<file path="src/rtl/spi_slave_monitor_core_if.sv">
// Valid/ready capture handshake between the SPI slave monitor core and its proxy.
// The core drives the word side through the master modport; the proxy only returns ready.
interface spi_slave_monitor_core_if #(
  parameter int DATA_WIDTH = 8,
  parameter int CS_IDX_W   = 1
);
  logic                  mon_valid;
  logic                  mon_ready;
  logic [DATA_WIDTH-1:0] mon_mosi_data;
  logic [DATA_WIDTH-1:0] mon_miso_data;
  logic [CS_IDX_W-1:0]   mon_cs_index;

  modport master (output mon_valid, mon_mosi_data, mon_miso_data, mon_cs_index, input mon_ready);
  modport slave  (input mon_valid, mon_mosi_data, mon_miso_data, mon_cs_index, output mon_ready);
endinterface

</file>
<file path="src/rtl/spi_slave_monitor_core.sv">
// Passive SPI capture engine: oversamples SCLK/CS_n/MOSI/MISO on pclk, decodes any CPOL/CPHA
// mode, queues MOSI/MISO word pairs per selected slave and flags protocol errors.
module spi_slave_monitor_core #(
  parameter int DATA_WIDTH   = 8,
  parameter int NO_OF_SLAVES = 1,
  parameter int FIFO_DEPTH   = 4
) (
  input  logic                    pclk,
  input  logic                    areset,
  input  logic                    cpol,
  input  logic                    cpha,
  input  logic                    lsb_first,
  input  logic                    sclk,
  input  logic [NO_OF_SLAVES-1:0] cs_n,
  input  logic                    mosi,
  input  logic                    miso,
  spi_slave_monitor_core_if.master mon,
  output logic                    overflow_err,
  output logic                    cs_conflict,
  output logic                    abort_pulse
);
  localparam int CS_IDX_W = (NO_OF_SLAVES > 1) ? $clog2(NO_OF_SLAVES) : 1;
  localparam int CS_CNT_W = $clog2(NO_OF_SLAVES + 1);
  localparam int CNT_W    = $clog2(DATA_WIDTH);
  localparam int AW       = $clog2(FIFO_DEPTH);
  localparam int EW       = CS_IDX_W + 2 * DATA_WIDTH;
  localparam logic [CNT_W-1:0] LAST_BIT  = CNT_W'(DATA_WIDTH - 1);
  localparam logic [AW:0]      DEPTH_CNT = (AW+1)'(FIFO_DEPTH);

  typedef enum logic [1:0] {ST_IDLE = 2'd0, ST_ACTIVE = 2'd1, ST_CONFLICT = 2'd2} state_e;

  function automatic logic [DATA_WIDTH-1:0] shift_in(input logic [DATA_WIDTH-1:0] cur,
                                                     input logic b, input logic lsb);
    logic [DATA_WIDTH-1:0] r;
    if (lsb) r = {b, cur[DATA_WIDTH-1:1]};
    else     r = {cur[DATA_WIDTH-2:0], b};
    return r;
  endfunction

  logic [2:0]              sclk_sync_q, sclk_sync_d;
  logic [1:0]              mosi_sync_q, mosi_sync_d, miso_sync_q, miso_sync_d;
  logic [NO_OF_SLAVES-1:0] cs_s1_q, cs_s1_d, cs_s2_q, cs_s2_d;
  state_e                  state_q, state_d;
  logic [DATA_WIDTH-1:0]   mosi_sh_q, mosi_sh_d, miso_sh_q, miso_sh_d;
  logic [CNT_W-1:0]        bit_cnt_q, bit_cnt_d;
  logic [CS_IDX_W-1:0]     idx_q, idx_d, sel_idx_s;
  logic [CS_CNT_W-1:0]     low_cnt_s;
  logic [NO_OF_SLAVES-1:0] cs_low_s, sel_mask_s;
  logic                    sel_high_s, others_low_s, sample_s, push_s, abort_s, conflict_set_s;
  logic [EW-1:0]           mem_q [FIFO_DEPTH];
  logic [EW-1:0]           mem_d [FIFO_DEPTH];
  logic [AW:0]             wr_ptr_q, wr_ptr_d, rd_ptr_q, rd_ptr_d, count_s;
  logic                    full_s, pop_s, wr_en_s;
  logic [EW-1:0]           push_word_s, head_q, head_d;
  logic                    valid_q, valid_d, overflow_q, overflow_d;
  logic                    conflict_q, conflict_d, abort_q, abort_d;

  // Synchronisers; SCLK is XORed with cpol so its idle level is always 0 and the chain resets to 0.
  always_comb begin
    sclk_sync_d = {sclk_sync_q[1:0], sclk ^ cpol};
    mosi_sync_d = {mosi_sync_q[0], mosi};
    miso_sync_d = {miso_sync_q[0], miso};
    cs_s1_d     = cs_n;
    cs_s2_d     = cs_s1_q;
  end

  // Edge selection and chip-select decode from the synchronised pins.
  always_comb begin
    if (cpha) sample_s = ~sclk_sync_q[1] &  sclk_sync_q[2];
    else      sample_s =  sclk_sync_q[1] & ~sclk_sync_q[2];
    cs_low_s  = ~cs_s2_q;
    low_cnt_s = '0;
    sel_idx_s = '0;
    for (int i = 0; i < NO_OF_SLAVES; i++) begin
      low_cnt_s     = low_cnt_s + CS_CNT_W'(cs_low_s[i]);
      sel_mask_s[i] = (idx_q == CS_IDX_W'(i));
      if (cs_low_s[i]) sel_idx_s = CS_IDX_W'(i);
      else             sel_idx_s = sel_idx_s;
    end
    others_low_s = |(cs_low_s & ~sel_mask_s);
    sel_high_s   = ~|(cs_low_s & sel_mask_s);
  end

  // FSM next state.
  always_comb begin
    state_d = state_q;
    case (state_q)
      ST_IDLE: begin
        if (low_cnt_s > CS_CNT_W'(1'b1))       state_d = ST_CONFLICT;
        else if (low_cnt_s == CS_CNT_W'(1'b1)) state_d = ST_ACTIVE;
        else                                   state_d = ST_IDLE;
      end
      ST_ACTIVE: begin
        if (sel_high_s)        state_d = ST_IDLE;
        else if (others_low_s) state_d = ST_CONFLICT;
        else                   state_d = ST_ACTIVE;
      end
      ST_CONFLICT: begin
        if (low_cnt_s == '0) state_d = ST_IDLE;
        else                 state_d = ST_CONFLICT;
      end
      default: state_d = ST_IDLE;
    endcase
  end

  // FSM outputs: shifting, word completion and error detection; an edge beats a same-cycle CS release.
  always_comb begin
    mosi_sh_d      = mosi_sh_q;
    miso_sh_d      = miso_sh_q;
    bit_cnt_d      = bit_cnt_q;
    idx_d          = idx_q;
    push_s         = 1'b0;
    abort_s        = 1'b0;
    conflict_set_s = 1'b0;
    case (state_q)
      ST_IDLE: begin
        if (low_cnt_s > CS_CNT_W'(1'b1)) begin
          conflict_set_s = 1'b1;
        end else if (low_cnt_s == CS_CNT_W'(1'b1)) begin
          idx_d     = sel_idx_s;
          bit_cnt_d = '0;
          mosi_sh_d = '0;
          miso_sh_d = '0;
        end else begin
          idx_d = idx_q;
        end
      end
      ST_ACTIVE: begin
        if (sample_s) begin
          mosi_sh_d = shift_in(mosi_sh_q, mosi_sync_q[1], lsb_first);
          miso_sh_d = shift_in(miso_sh_q, miso_sync_q[1], lsb_first);
          if (bit_cnt_q == LAST_BIT) begin
            push_s    = 1'b1;
            bit_cnt_d = '0;
          end else begin
            bit_cnt_d = bit_cnt_q + CNT_W'(1'b1);
          end
        end else begin
          bit_cnt_d = bit_cnt_q;
        end
        if (sel_high_s)        abort_s        = (bit_cnt_d != '0);
        else if (others_low_s) conflict_set_s = 1'b1;
        else                   abort_s        = 1'b0;
      end
      ST_CONFLICT: bit_cnt_d = '0;
      default:     bit_cnt_d = '0;
    endcase
  end

  // Capture FIFO; the head is registered and forwarded from the write port when the slot just written becomes head.
  always_comb begin
    count_s     = wr_ptr_q - rd_ptr_q;
    full_s      = (count_s == DEPTH_CNT);
    pop_s       = valid_q & mon.mon_ready;
    wr_en_s     = push_s & (~full_s | pop_s);
    push_word_s = {idx_q, miso_sh_d, mosi_sh_d};
    wr_ptr_d    = wr_ptr_q + (AW+1)'(wr_en_s);
    rd_ptr_d    = rd_ptr_q + (AW+1)'(pop_s);
    mem_d       = mem_q;
    if (wr_en_s) mem_d[wr_ptr_q[AW-1:0]] = push_word_s;
    else         mem_d = mem_q;
    if (wr_en_s && (rd_ptr_d[AW-1:0] == wr_ptr_q[AW-1:0])) head_d = push_word_s;
    else                                                   head_d = mem_q[rd_ptr_d[AW-1:0]];
    valid_d    = (wr_ptr_d != rd_ptr_d);
    overflow_d = overflow_q | (push_s & full_s & ~pop_s);
    conflict_d = conflict_q | conflict_set_s;
    abort_d    = abort_s;
  end

  // State register for synchronisers, FSM, datapath and FIFO.
  always_ff @(posedge pclk or negedge areset) begin
    if (!areset) begin
      sclk_sync_q <= '0;
      mosi_sync_q <= '0;
      miso_sync_q <= '0;
      cs_s1_q     <= '1;
      cs_s2_q     <= '1;
      state_q     <= ST_IDLE;
      mosi_sh_q   <= '0;
      miso_sh_q   <= '0;
      bit_cnt_q   <= '0;
      idx_q       <= '0;
      for (int i = 0; i < FIFO_DEPTH; i++) mem_q[i] <= '0;
      wr_ptr_q    <= '0;
      rd_ptr_q    <= '0;
      head_q      <= '0;
      valid_q     <= 1'b0;
      overflow_q  <= 1'b0;
      conflict_q  <= 1'b0;
      abort_q     <= 1'b0;
    end else begin
      sclk_sync_q <= sclk_sync_d;
      mosi_sync_q <= mosi_sync_d;
      miso_sync_q <= miso_sync_d;
      cs_s1_q     <= cs_s1_d;
      cs_s2_q     <= cs_s2_d;
      state_q     <= state_d;
      mosi_sh_q   <= mosi_sh_d;
      miso_sh_q   <= miso_sh_d;
      bit_cnt_q   <= bit_cnt_d;
      idx_q       <= idx_d;
      mem_q       <= mem_d;
      wr_ptr_q    <= wr_ptr_d;
      rd_ptr_q    <= rd_ptr_d;
      head_q      <= head_d;
      valid_q     <= valid_d;
      overflow_q  <= overflow_d;
      conflict_q  <= conflict_d;
      abort_q     <= abort_d;
    end
  end

  assign mon.mon_valid     = valid_q;
  assign mon.mon_cs_index  = head_q[EW-1 -: CS_IDX_W];
  assign mon.mon_miso_data = head_q[2*DATA_WIDTH-1 -: DATA_WIDTH];
  assign mon.mon_mosi_data = head_q[DATA_WIDTH-1:0];
  assign overflow_err      = overflow_q;
  assign cs_conflict       = conflict_q;
  assign abort_pulse       = abort_q;
endmodule
</file>
<file path="src/flat_wrapper.sv">
// flat-port wrapper written by rule: the top's interface ports become plain ports
module spi_slave_monitor_core_flat 
#(
  parameter int DATA_WIDTH   = 8,
  parameter int NO_OF_SLAVES = 1,
  parameter int FIFO_DEPTH   = 4
)
  (pclk, areset, cpol, cpha, lsb_first, sclk, cs_n, mosi, miso, overflow_err, cs_conflict, abort_pulse, mon_mon_valid, mon_mon_mosi_data, mon_mon_miso_data, mon_mon_cs_index, mon_mon_ready);
  spi_slave_monitor_core_if #(.DATA_WIDTH(DATA_WIDTH)) mon_i ();
  input  logic pclk;
  input  logic areset;
  input  logic cpol;
  input  logic cpha;
  input  logic lsb_first;
  input  logic sclk;
  input  logic [NO_OF_SLAVES-1:0] cs_n;
  input  logic mosi;
  input  logic miso;
  output logic overflow_err;
  output logic cs_conflict;
  output logic abort_pulse;
  output wire logic [$bits(mon_i.mon_valid)-1:0] mon_mon_valid;
  output wire logic [$bits(mon_i.mon_mosi_data)-1:0] mon_mon_mosi_data;
  output wire logic [$bits(mon_i.mon_miso_data)-1:0] mon_mon_miso_data;
  output wire logic [$bits(mon_i.mon_cs_index)-1:0] mon_mon_cs_index;
  input wire logic [$bits(mon_i.mon_ready)-1:0] mon_mon_ready;
  assign mon_mon_valid = mon_i.mon_valid;
  assign mon_mon_mosi_data = mon_i.mon_mosi_data;
  assign mon_mon_miso_data = mon_i.mon_miso_data;
  assign mon_mon_cs_index = mon_i.mon_cs_index;
  assign mon_i.mon_ready = mon_mon_ready;
  spi_slave_monitor_core #(.DATA_WIDTH(DATA_WIDTH), .NO_OF_SLAVES(NO_OF_SLAVES), .FIFO_DEPTH(FIFO_DEPTH)) u_core (.pclk(pclk), .areset(areset), .cpol(cpol), .cpha(cpha), .lsb_first(lsb_first), .sclk(sclk), .cs_n(cs_n), .mosi(mosi), .miso(miso), .mon(mon_i), .overflow_err(overflow_err), .cs_conflict(cs_conflict), .abort_pulse(abort_pulse));
endmodule
</file>
<file path="config.mk">
export PLATFORM = sky130hd
export DESIGN_NAME = spi_slave_monitor_core_flat
export DESIGN_NICKNAME = d
export VERILOG_FILES = /design/src/rtl/spi_slave_monitor_core_if.sv /design/src/rtl/spi_slave_monitor_core.sv /design/src/flat_wrapper.sv
export SDC_FILE = /design/constraint.sdc
export NUM_CORES = 1
export LEC_CHECK = 0
export CAP_MARGIN = 20
export CORE_MARGIN = 8
export CORE_UTILIZATION = 50
export DETAILED_ROUTE_END_ITERATION = 8
export PLACE_DENSITY = 0.71
export SYNTH_ARGS = -nofsm -noshare
export SYNTH_HDL_FRONTEND = slang
export SYNTH_SLANG_ARGS = --single-unit
</file>
<file path="constraint.sdc">
create_clock -name pclk -period 3.7 [get_ports pclk]
set_clock_uncertainty 0.1 [all_clocks]
set_input_delay 0.555 -clock pclk [delete_from_list [all_inputs] [get_ports pclk]]
set_output_delay 0.555 -clock pclk [all_outputs]
set_load 0.1 [all_outputs]
</file>
# Yosys cells after proc, flatten, opt, wreduce, memory -nomap -nowiden
# Cells that the tools add are included.
# word_totals
regBits	125
latchBits	0
mem_bits_rw	0
mem_bits_ro	0
in_bits	10
elab_cells	93
mem_count	0
# op_classes
n_addsub	4
n_mul	0
n_div	0
n_lt_le_gt_ge	4
n_eq_ne	8
n_shift	0
mux	35
bitwise	17
reduce_logical	5
# op_table
operator	count
68-bit bitwise mux	1
17-bit two-way mux	4
8-bit two-way mux	8
17-bit binary-select mux with 2-bit select	1
17-bit demux with 2-bit select	1
8-bit one-hot mux with 2 select lines	2
3-bit two-way mux	5
1-bit two-way mux	9
3-bit by 1-bit adder with 3-bit output	2
1-bit AND	6
3-bit == test, second input constant	2
3-bit greater-or-equal comparator, second input constant	2
2-bit NOT with 3-bit output	2
2-bit one-hot mux with 3 select lines	1
3-bit one-hot mux with 2 select lines	1
1-bit NOT	5
2-bit two-way mux	2
2-bit != test, second input constant	2
3-bit by 1-bit adder with 3-bit output, second input constant	1
3-bit by 1-bit less-than comparator with 1-bit output, second input constant	1
3-bit != test	1
1-bit OR	3
3-bit nonzero test	1
3-bit subtractor	1
8 further kinds	9

# Longest topological paths before layout
# logic_depth
ltp_word	8
mapped_depth	10
mapped_depth_nobuf	10

# Worst setup path before layout
# OpenSTA, ideal clock, no wires.
# synth_timing
path_kind	register to register
startpoint	register u_core.valid_q (netlist: u_core.mon.mon_valid)
endpoint	register u_core.head_q[10]
setup_ps	125
t_arrival_ps	2977
required_time_ps	3475
path_slack_ps	499
path_stages_with_launch	10
n_path_buf	2
synth_period_minus_slack_ps	3201
path_cell_list	dfrtp_1 -> and2_1 -> ha_1 -> ha_1 -> clkbuf_1 -> xnor2_1 -> nand2_1 -> a211oi_2 -> buf_4 -> mux2_2
# synth_between
elab_chain_len	7
word_cells_on_any_way	11
classes_between	add/sub: 1; eq/ne: 1; mux: 4; bitwise: 4; reduce/logical: 1
# synth_rtl
item	line	source
start, declared	spi_slave_monitor_core.sv:55	logic valid_q, valid_d, overflow_q, overflow_d;
start signal, assigned	spi_slave_monitor_core.sv:206	valid_q <= valid_d;
1-bit AND *	spi_slave_monitor_core.sv:154	pop_s = valid_q & mon.mon_ready;
3-bit by 1-bit adder with 3-bit output *	spi_slave_monitor_core.sv:158	rd_ptr_d = rd_ptr_q + (AW+1)'(pop_s);
via u_core.rd_ptr_d[1]	spi_slave_monitor_core.sv:52	logic [AW:0] wr_ptr_q, wr_ptr_d, rd_ptr_q, rd_ptr_d, count_s;
2-bit NOT with 3-bit output (implied by the code)	spi_slave_monitor_core.sv:163	else head_d = mem_q[rd_ptr_d[AW-1:0]];
17-bit binary-select mux with 2-bit select	spi_slave_monitor_core.sv:163	
17-bit two-way mux (implied by the code) (2 in series)	spi_slave_monitor_core.sv:163	
17-bit two-way mux *	spi_slave_monitor_core.sv:162	if (wr_en_s && (rd_ptr_d[AW-1:0] == wr_ptr_q[AW-1:0])) head_d = push_word_s;
via u_core.head_d[10]	spi_slave_monitor_core.sv:54	logic [EW-1:0] push_word_s, head_q, head_d;
end signal, assigned	spi_slave_monitor_core.sv:186	head_q <= '0;
end signal, assigned	spi_slave_monitor_core.sv:205	head_q <= head_d;
end, declared	spi_slave_monitor_core.sv:54	
# Mark *: on every way through the listed nets, which the timed path passes. The rest lies on a longest branch. The select of a mux whose other input is x is not followed.
# A chain may end at the register's enable or synchronous reset.

# Worst setup path after layout
# layout_timing
startpoint	register u_core.wr_ptr_q[0]
endpoint	register u_core.valid_q (netlist: u_core.mon.mon_valid)
# layout_between
elab_chain_len	7
# layout_rtl
item	line	source
start, declared	spi_slave_monitor_core.sv:52	
start signal, assigned	spi_slave_monitor_core.sv:203	wr_ptr_q <= wr_ptr_d;
3-bit subtractor	spi_slave_monitor_core.sv:152	count_s = wr_ptr_q - rd_ptr_q;
3-bit == test	spi_slave_monitor_core.sv:153	full_s = (count_s == DEPTH_CNT);
1-bit NOT	spi_slave_monitor_core.sv:155	wr_en_s = push_s & (~full_s | pop_s);
1-bit OR	spi_slave_monitor_core.sv:155	
1-bit AND	spi_slave_monitor_core.sv:155	
3-bit by 1-bit adder with 3-bit output *	spi_slave_monitor_core.sv:157	wr_ptr_d = wr_ptr_q + (AW+1)'(wr_en_s);
via u_core.wr_ptr_d[2]	spi_slave_monitor_core.sv:52	
3-bit != test *	spi_slave_monitor_core.sv:164	valid_d = (wr_ptr_d != rd_ptr_d);
via u_core.valid_d	spi_slave_monitor_core.sv:55	
# Mark *: on every way through the listed nets, which the timed path passes. The rest lies on a longest branch.

==> metrics.txt <==
post-synthesis compound-gate area fraction around 6.5%; Cells after Synth 335; Ports 31; P per Cell Area 576.8 nW/um2; CP Data Arrival Time 3.19 ns; CP Class register to register; chip height roughly 120 um; First-pass DRT Iterations 5; most used cell, CP ha_1; critical path's slowest cell dfrtp_1; H-tree Lvls 4; ant diodes 0; fillers 753; post-DP HPWL around 6.3 mm; fin crit share between 70% and 80%; CTS Buf Count 17; Post-CTS Setup Bufs 0; Yosys reg bits 119; Peak VDD IR around 0.33 mV; Initial Utilization 51.03%; clock tree buffer depth 2; Largest stage delay, worst path 0.48 ns; Final Power 3.657 mW; overflow left after global routing 0; CP Cell Sequence inv_1 > ha_1 > nor2b_1 > xnor2_2 > a21oi_1 > ha_1 > ha_1 > xor2_1 > xor2_1 > or3_1; vias in the first global route 3,128; global-route wire length before repair 16.79 mm; max_cap viols 0; share of cells above drive strength 1 roughly two fifths; relative max-transition margin 34.44%; # DRC 0; area of the mapped netlist 5221 um2; status complete, no violations; Netlist cell types 39; Worst Path Buf+Inv 1; Die X ~120 um; CTS tree done; post-route ant nets 0; row cnt 37; Synth Area per Inst around 16 um2; synthesis-to-layout area growth 21.42%; hold slack 0.2544 ns; Root Buffer clkbuf_8; Tmin final between 2 and 3 ns; post-synthesis xor/xnor area fraction about 1.8%; worst endpoint required time about 4 ns; DR WL/cell ~19 um; setup TNS 0 ns; Storage cell area around 3000 um2; initial antenna violation count 0; RSZ-0062 raised after global routing false; DRT Wirelength around 10 mm; Vias/cell 5.562; clock tree sinks 119; main combinational cell family by area after synthesis multiplexers; die area between 10,000 and 15,000 um2; most common cell after layout, fill and taps aside dfrtp_1; GR Util All Layers 15.49%; Hold Vio Cnt, Final 0; Layout Nets 403; most frequent cells in the layout dfrtp_1 (117), mux2_2 (80), clkdlybuf4s50_1 (27); Final GP Congestion around 0.71; via count a little under 3,000; final setup vio count 0; Yosys warnings 0; leak pwr about 3.0 nW; initial DRC count 170; pin count of the biggest net entering global routing 65; Max FO, Critical Path 7; post-synthesis simple-gate area fraction 3.139%; mux contribution to synthesized area roughly 27%; Max Fclk ~0.35 GHz; measured slew at the worst slew-check pin 0.9803 ns; Startpoint Class register; Post-Synth Adder-Cell Area ~1.9%; core area 10,230 um2; family with the most delay on the worst path XOR/XNOR gates; # port buffers 28; Crit. End Element register; clock latency on the worst-skew pair 0.53 ns; Slew Limit Fails 0; sequential-to-total area share from yosys stat 57.08%; area of the multi-input gates 2126 um2; clock slew at reported path FFs 0.05 ns; worst min path class register to register
## synth_stat cells
| cell type | n | area, um2 |
|---|---|---|
| mux4_2 | 16 | 360.4 |
| xnor2_2 | 1 | 16.27 |
| nor3b_4 | 1 | 18.77 |
| and2_1 | 1 | 6.260 |
| a2111oi_4 | 2 | 55.05 |
| clkbuf_1 | 2 | 7.510 |
| xnor2_1 | 3 | 26.28 |
| conb_1 | 1 | 3.750 |
| xor2_1 | 6 | 52.55 |
| o311ai_2 | 1 | 16.27 |
| a21oi_1 | 4 | 20.02 |
| dfstp_2 | 2 | 52.55 |
| nor3b_1 | 3 | 22.52 |
| and3b_1 | 1 | 8.760 |
| nand2b_1 | 1 | 6.260 |
| nand2_1 | 8 | 30.03 |
| buf_1 | 2 | 7.510 |
| mux2_2 | 80 | 900.9 |
| nand3b_1 | 2 | 15.01 |
| buf_4 | 7 | 52.55 |
| nor3_1 | 2 | 10.01 |
| buf_2 | 5 | 25.02 |
| a211oi_1 | 1 | 7.510 |
| or3_1 | 1 | 6.260 |
| o21bai_1 | 1 | 7.510 |
| o21ai_0 | 3 | 15.01 |
| a211oi_2 | 3 | 37.54 |
| o2bb2ai_1 | 16 | 140.1 |
| buf_6 | 1 | 11.26 |
| nor4_1 | 1 | 6.260 |
| o211ai_1 | 1 | 7.510 |
| dfrtp_1 | 117 | 2928 |
| o21a_1 | 3 | 22.52 |
| nor2_1 | 4 | 15.01 |
| o21ai_2 | 1 | 8.760 |
| inv_1 | 4 | 15.01 |
| mux2i_1 | 16 | 160.2 |
| nor2b_1 | 3 | 18.77 |
| ha_1 | 8 | 100.1 |
## kinds of logic after synthesis
logic type	count (synthesis)
AND/OR/NAND/NOR	28
multiplexers	112
adder cells (fa/ha/maj)	8
XOR/XNOR	10
other	1
AO/OA/AOI/OAI	36
buffers and inverters	21
flip-flops	119
## layout make-up
cell class | count | area share (%)
Sequential cell | 119 | 47.01
Multi-Input combinational cell | 196 | 33.53
Clock buffer | 25 | 7.796
Timing Repair Buffer | 47 | 6.927
Tap cell | 136 | 2.684
Clock inverter | 7 | 1.816
Inverter | 4 | 0.2368
## state kept, by name, summed over array words and instances (netlist names), 3 cells and up
signal,flops
u_core.bit_cnt_q,3
u_core.head_q,16
u_core.mosi_sh_q,8
u_core.rd_ptr_q,3
u_core.sclk_sync_q,3
u_core.mem_q,64
u_core.wr_ptr_q,3
u_core.miso_sh_q,8
## path summary, 6_finish.rpt
kind / slack (ns) / cells after the start / end / start
hold reg to reg: 0.25 / 0 / u_core.miso_sync_q[1] / u_core.miso_sync_q[0]
min in group asynchronous: 0.55 / 2 / u_core.mem_q[35] / areset
setup / recovery: 0.80 / 10 / u_core.mon.mon_valid / u_core.wr_ptr_q[0]
hold / removal: 0.25 / 0 / u_core.miso_sync_q[1] / u_core.miso_sync_q[0]
setup reg to reg: 0.80 / 10 / u_core.mon.mon_valid / u_core.wr_ptr_q[0]
max in group asynchronous: 2.17 / 3 / u_core.head_q[9] / areset
## repair_timing
action / CTS / global route
hold buffers: 1 / 0
resized for setup: 0 / 0
hold endpoints to repair: 15 / 0
## through the flow
stage          util, %  setup slack (ns)  std cells  cell area, um2
2_1_floorplan        -            0.4987        336            5225
3_3_place_gp     55.80            0.5439        500            5709
3_5_place_dp     55.91            0.5536        501            5720
4_1_cts          61.97            0.8023        534            6340
5_1_grt          61.97            0.6323        534            6340
6_report         61.97            0.8033        534            6340
## per-layer routing
layer,GRT usage [%],part of all wire [%]
met5,0,0
met4,7.446,2.1
met3,4.807,4.2
met2,22.84,47
met1,20.48,47
## where the power goes
part	switching, mW	leakage, nW	total [mW]	internal [mW]
Combinational	0.379	1.05	0.626	0.248
Clock	0.551	0.294	1.66	1.11
Sequential	0.0255	1.62	1.37	1.34
Total	0.955	2.96	3.66	2.70
Power figures use the tool's default switching activity.
